`config.mk`:
```
export PLATFORM = sky130hd
export DESIGN_NAME = pc_sequencer
export DESIGN_NICKNAME = d
export VERILOG_FILES = /design/src/rtl/pc_sequencer.sv
export SDC_FILE = /design/constraint.sdc
export NUM_CORES = 1
export LEC_CHECK = 0
export CELL_PAD_IN_SITES_DETAIL_PLACEMENT = 0
export CELL_PAD_IN_SITES_GLOBAL_PLACEMENT = 1
export CORE_ASPECT_RATIO = 1.25
export CORE_MARGIN = 3
export CORE_UTILIZATION = 31
export DETAILED_ROUTE_END_ITERATION = 7
export PLACE_DENSITY_LB_ADDON = 0.1
export REMOVE_ABC_BUFFERS = 1
export SYNTH_ARGS = -nofsm -noshare
export SYNTH_HDL_FRONTEND = slang
export SYNTH_SLANG_ARGS = --single-unit
```
`constraint.sdc`:
```
create_clock -name Clk2 -period 1.9 [get_ports Clk2]
set_input_delay 0.38 -clock Clk2 [delete_from_list [all_inputs] [get_ports Clk2]]
set_output_delay 0.38 -clock Clk2 [all_outputs]
set_load 0.02 [all_outputs]
```
`src/rtl/pc_sequencer.sv`:
```
// Multi-cycle control FSM that walks the PC unit through fetch, decode,
// execute and PC-update, with a watchdog on execute and a terminal HALT state.
module pc_sequencer #(
  parameter logic [3:0] HALT_OP  = 4'hF,
  parameter logic [3:0] JMP_OP   = 4'hD,
  parameter logic [3:0] BRZ_OP   = 4'hC,
  parameter logic [7:0] WDOG_MAX = 8'd200
) (
  input  logic        Clk2,
  input  logic        reset,
  input  logic        start,
  output logic        imem_req,
  input  logic        imem_ack,
  input  logic [15:0] imem_data,
  output logic [15:0] ir,
  output logic        exec_start,
  input  logic        exec_done,
  input  logic        zero_flag,
  output logic        updatePC,
  output logic        jump,
  output logic [5:0]  offset,
  output logic        busy,
  output logic        halted,
  output logic        err
);

  localparam logic [2:0] ST_IDLE   = 3'd0;
  localparam logic [2:0] ST_FETCH  = 3'd1;
  localparam logic [2:0] ST_DECODE = 3'd2;
  localparam logic [2:0] ST_EXEC   = 3'd3;
  localparam logic [2:0] ST_UPDATE = 3'd4;
  localparam logic [2:0] ST_HALT   = 3'd5;

  logic [2:0]  state_q, state_d;
  logic [15:0] ir_q, ir_d;
  logic [7:0]  wdog_q, wdog_d;
  logic        imem_req_q, imem_req_d;
  logic        exec_start_q, exec_start_d;
  logic        update_pc_q, update_pc_d;
  logic        jump_q, jump_d;
  logic        err_q, err_d;
  logic [3:0]  op;

  assign op = ir_q[15:12];

  // Strobes default low each cycle so every pulse lasts one cycle unless the
  // state explicitly re-asserts it (imem_req is held this way during FETCH).
  always_comb begin
    state_d      = state_q;
    ir_d         = ir_q;
    wdog_d       = wdog_q;
    err_d        = err_q;
    imem_req_d   = 1'b0;
    exec_start_d = 1'b0;
    update_pc_d  = 1'b0;
    jump_d       = 1'b0;

    case (state_q)
      ST_IDLE: begin
        if (start) begin
          state_d    = ST_FETCH;
          imem_req_d = 1'b1;
        end
      end

      ST_FETCH: begin
        if (imem_ack) begin
          ir_d    = imem_data;
          state_d = ST_DECODE;
        end else begin
          imem_req_d = 1'b1;
        end
      end

      ST_DECODE: begin
        if (op == HALT_OP) begin
          state_d = ST_HALT;
        end else if (op == JMP_OP) begin
          state_d     = ST_UPDATE;
          update_pc_d = 1'b1;
          jump_d      = 1'b1;
        end else if (op == BRZ_OP) begin
          state_d     = ST_UPDATE;
          update_pc_d = 1'b1;
          jump_d      = zero_flag;
        end else begin
          state_d      = ST_EXEC;
          exec_start_d = 1'b1;
          wdog_d       = 8'd0;
        end
      end

      // Completion is checked before expiry so a done in the last cycle wins.
      ST_EXEC: begin
        wdog_d = wdog_q + 8'd1;
        if (exec_done) begin
          state_d     = ST_UPDATE;
          update_pc_d = 1'b1;
        end else if (wdog_q == WDOG_MAX - 8'd1) begin
          state_d = ST_HALT;
          err_d   = 1'b1;
        end
      end

      ST_UPDATE: begin
        state_d    = ST_FETCH;
        imem_req_d = 1'b1;
      end

      ST_HALT: begin
        state_d = ST_HALT;
      end

      default: begin
        state_d = ST_IDLE;
      end
    endcase
  end

  always_ff @(posedge Clk2) begin
    if (reset) begin
      state_q      <= ST_IDLE;
      ir_q         <= 16'd0;
      wdog_q       <= 8'd0;
      err_q        <= 1'b0;
      imem_req_q   <= 1'b0;
      exec_start_q <= 1'b0;
      update_pc_q  <= 1'b0;
      jump_q       <= 1'b0;
    end else begin
      state_q      <= state_d;
      ir_q         <= ir_d;
      wdog_q       <= wdog_d;
      err_q        <= err_d;
      imem_req_q   <= imem_req_d;
      exec_start_q <= exec_start_d;
      update_pc_q  <= update_pc_d;
      jump_q       <= jump_d;
    end
  end

  assign imem_req   = imem_req_q;
  assign ir         = ir_q;
  assign exec_start = exec_start_q;
  assign updatePC   = update_pc_q;
  assign jump       = jump_q;
  assign err        = err_q;
  assign offset     = ir_q[5:0];
  assign busy       = (state_q == ST_FETCH) || (state_q == ST_DECODE) ||
                      (state_q == ST_EXEC)  || (state_q == ST_UPDATE);
  assign halted     = (state_q == ST_HALT);

endmodule
```
==> results.cfg, run 1 <==
[timing]
finalSetupViolCount = 0
period_share = 0.9246
fin_skew_ps = 5.516
max_freq_ghz = 0.5692
rsz0062_at_grt = false
tightestPinTransition_ps = 756.8
timing.slew.headroom = 0.4924
period_needed_ps = 1757
slew_viol_final = 0
finalHoldViolCount = 0
tns_ps = 0

[floorplanning]
ios = 51
rows = 26
die_w_um = 65.98
core_mm2 = 0.004197
initial_core_util = 0.3321
die_y_um = 80.97
die_area_mm2 = 0.005342

[layout]
multi_input_area_um2 = 653.1
finalInstanceArea_mm2 = 0.002009
syn_to_final_growth_pct = 44.17
final_cell_mix = clkdlybuf4s50_1 (48), nand2_1 (36), dfxtp_1 (31)
num_antenna_cells = 0
final_common_cell = clkdlybuf4s50_1
drive_gt1_frac = 0.07798
nets = 240
seq_area_um2 = 641.9
nFillCells = 427

[route]
vias_per_cell = 4.865
route.detailed.drc = 0
vias = 1333
drtPass1Iterations = 4
wl_per_cell_um = 13.03
wl_um = 3571
drt_iter0_markers = 54
antenna_left = 0

[global_routing]
grt_max_degree = 17
gr-total-overflow = 0
grt_pass1_vias = 1297
grt_pass1_wl_um = 5740
antenna_found_initial = 0
grt_usage = 0.1388

[clocking]
clock_tree.buffer_depth = 2
cts_made_buffers = 5
post_cts_buffers = 0
cts_tree = built
clock-sinks = 32
clk_pin_slew_worst_paths_ps = 70
cts-root-buf = clkbuf_8
insertion_delay_ps = 280
h-tree-depth = 2

[critical_path]
rr_worst_depth = 5
slowest_stage = dfxtp_1
worstPathCellList = nor2b_2 > and2_1 > dlygate4sd2_1
crit_path_start_kind = flop
critPathMaxStageDelay_ps = 350
path_max_fanout = 4
path_depth = 3
worstSetupPathType = flop to output pin
cpLargestDelayFamily = simple AND/OR/NAND/NOR gates
crit_path_end_kind = output pin
crit_arrival_ps = 1380
crit_buf_inv = 1
cp.required_ps = 1520

[logic_synthesis]
synth.distinct_cells = 35
ys_ff_latch = 32
synthCells = 170
syn_area_mm2 = 0.001394
avgSynthCellArea_um2 = 8.199
synth_warnings = 0
ys_seq_area_frac = 0.4596

[power]
p_per_area_mw_per_mm2 = 748.7
vdd_drop_max_mv = 0.3882
p_leak_nw = 0.7004
power.total_mw = 1.504

[place]
postPlaceCellArea_mm2 = 0.001914
hpwl_um = 2694
io_buffers = 50
gp_routability_congestion = 0.7688

[status]
status = completed

[min_path]
hold_class = flop to flop
hold_depth = 2

[flow_run]
cap_violations = 0
kinds of logic after synthesis:
kind of cell	Yosys count	share of synthesized area
AND/OR/NAND/NOR	71	0.2477
AO/OA/AOI/OAI	47	0.2038
flip-flops	32	0.4596
buffers and inverters	18	0.07360
XOR/XNOR	1	0.006285
adder cells (fa/ha/maj)	1	0.008975
power by group:
| part | switching (mW) | total (mW) | internal, mW | leakage [nW] |
|---|---|---|---|---|
| logic | 0.135 | 0.268 | 0.133 | 0.395 |
| registers | 0.0162 | 0.711 | 0.695 | 0.260 |
| clock network | 0.230 | 0.525 | 0.295 | 0.0455 |
| total | 0.381 | 1.50 | 1.12 | 0.700 |
state kept, by name, indices dropped and copies added (netlist names):
register / count
state_q: 3
wdog_q: 8
imem_req: 1
exec_start: 1
err: 1
ir: 16
jump: 1
updatePC: 1
cells in the mapped netlist:
cell | number | area [um2]
nand2_1 | 36 | 135.1
dfxtp_1 | 32 | 640.6
a21oi_1 | 28 | 140.1
buf_4 | 8 | 60.06
nor2_1 | 7 | 26.28
o21ai_0 | 6 | 30.03
clkbuf_1 | 4 | 15.01
o31ai_1 | 4 | 30.03
buf_2 | 3 | 15.01
nand3_1 | 3 | 15.01
nand3b_1 | 3 | 22.52
nor2b_1 | 3 | 18.77
nor3_1 | 3 | 15.01
or4_1 | 3 | 22.52
inv_1 | 2 | 7.510
nand2b_1 | 2 | 12.51
nand4_1 | 2 | 12.51
nor3b_1 | 2 | 15.01
nor4_1 | 2 | 12.51
or3_1 | 2 | 12.51
a211o_1 | 1 | 8.760
a211oi_1 | 1 | 7.510
a221o_1 | 1 | 10.01
a32oi_1 | 1 | 8.760
and2_1 | 1 | 6.260
and2b_4 | 1 | 10.01
and3b_1 | 1 | 8.760
clkbuf_2 | 1 | 5.000
ha_1 | 1 | 12.51
o211a_1 | 1 | 10.01
o21ba_2 | 1 | 10.01
o21bai_1 | 1 | 7.510
o31ai_2 | 1 | 12.51
o32ai_1 | 1 | 8.760
xnor2_1 | 1 | 8.760
worst paths after layout:
| kind | from | to | slack (ps) |
|---|---|---|---|
| setup reg to reg | state_q[1]$_SDFFE_PP0P_ | wdog_q[5]$_SDFFE_PP0P_ | 250 |
| hold reg to reg | ir[11]$_SDFFE_PP0P_ | ir[11]$_SDFFE_PP0P_ | 460 |
| hold / removal | ir[11]$_SDFFE_PP0P_ | ir[11]$_SDFFE_PP0P_ | 460 |
| setup / recovery | state_q[0]$_SDFFE_PP0P_ | halted | 140 |
tightest hold or removal path, cell delays in order (launching register included):
cell,delay (ps)
dfxtp_1,310
nand2_1,50
a21oi_1,50
layout make-up:
cell class	instances	area share
timing repair buffer	56	0.2721
tap	56	0.03487
multi-input combinational	120	0.3250
inverter	2	0.003736
sequential	32	0.3194
clock buffer	8	0.04483
through the flow:
stage	instances	setup WS [ps]	util	hold WS, ps
2_1_floorplan	154	397.5	-	449.1
3_3_place_gp	266	212.4	0.4562	442.1
3_5_place_dp	266	91.57	0.4562	449.6
4_1_cts	274	7.751	0.4782	458.8
5_1_grt	274	77.75	0.4788	477.9
6_report	274	143.3	0.4788	457.7
per-layer routing:
| layer | vias up | wire length [um] | GRT usage | share of wire |
|---|---|---|---|---|
| met5 | - | 0 | 0 | 0 |
| met3 | 7 | 313 | 0.07054 | 0.088 |
| met4 | 0 | 48 | 0.04268 | 0.013 |
| met2 | 40 | 1670 | 0.2317 | 0.47 |
| met1 | 605 | 1539 | 0.1537 | 0.43 |
| li1 | 681 | - | - | - |
timing repair:
item	4_1_cts	5_1_grt
hold buffers	0	0
setup endpoints to repair	2	1
resized for setup	3	1
Power figures use the tool's default switching activity.
==> run 2: changes to the inputs <==
--- a/config.mk
+++ b/config.mk
@@ -13,6 +13,7 @@
 export DETAILED_ROUTE_END_ITERATION = 7
 export PLACE_DENSITY_LB_ADDON = 0.1
 export REMOVE_ABC_BUFFERS = 1
+export SLEW_MARGIN = 20
 export SYNTH_ARGS = -nofsm -noshare
 export SYNTH_HDL_FRONTEND = slang
 export SYNTH_SLANG_ARGS = --single-unit
==> results of run 2 <==
Same layout as run 1: the final DEF is identical, and so are final timing and power.
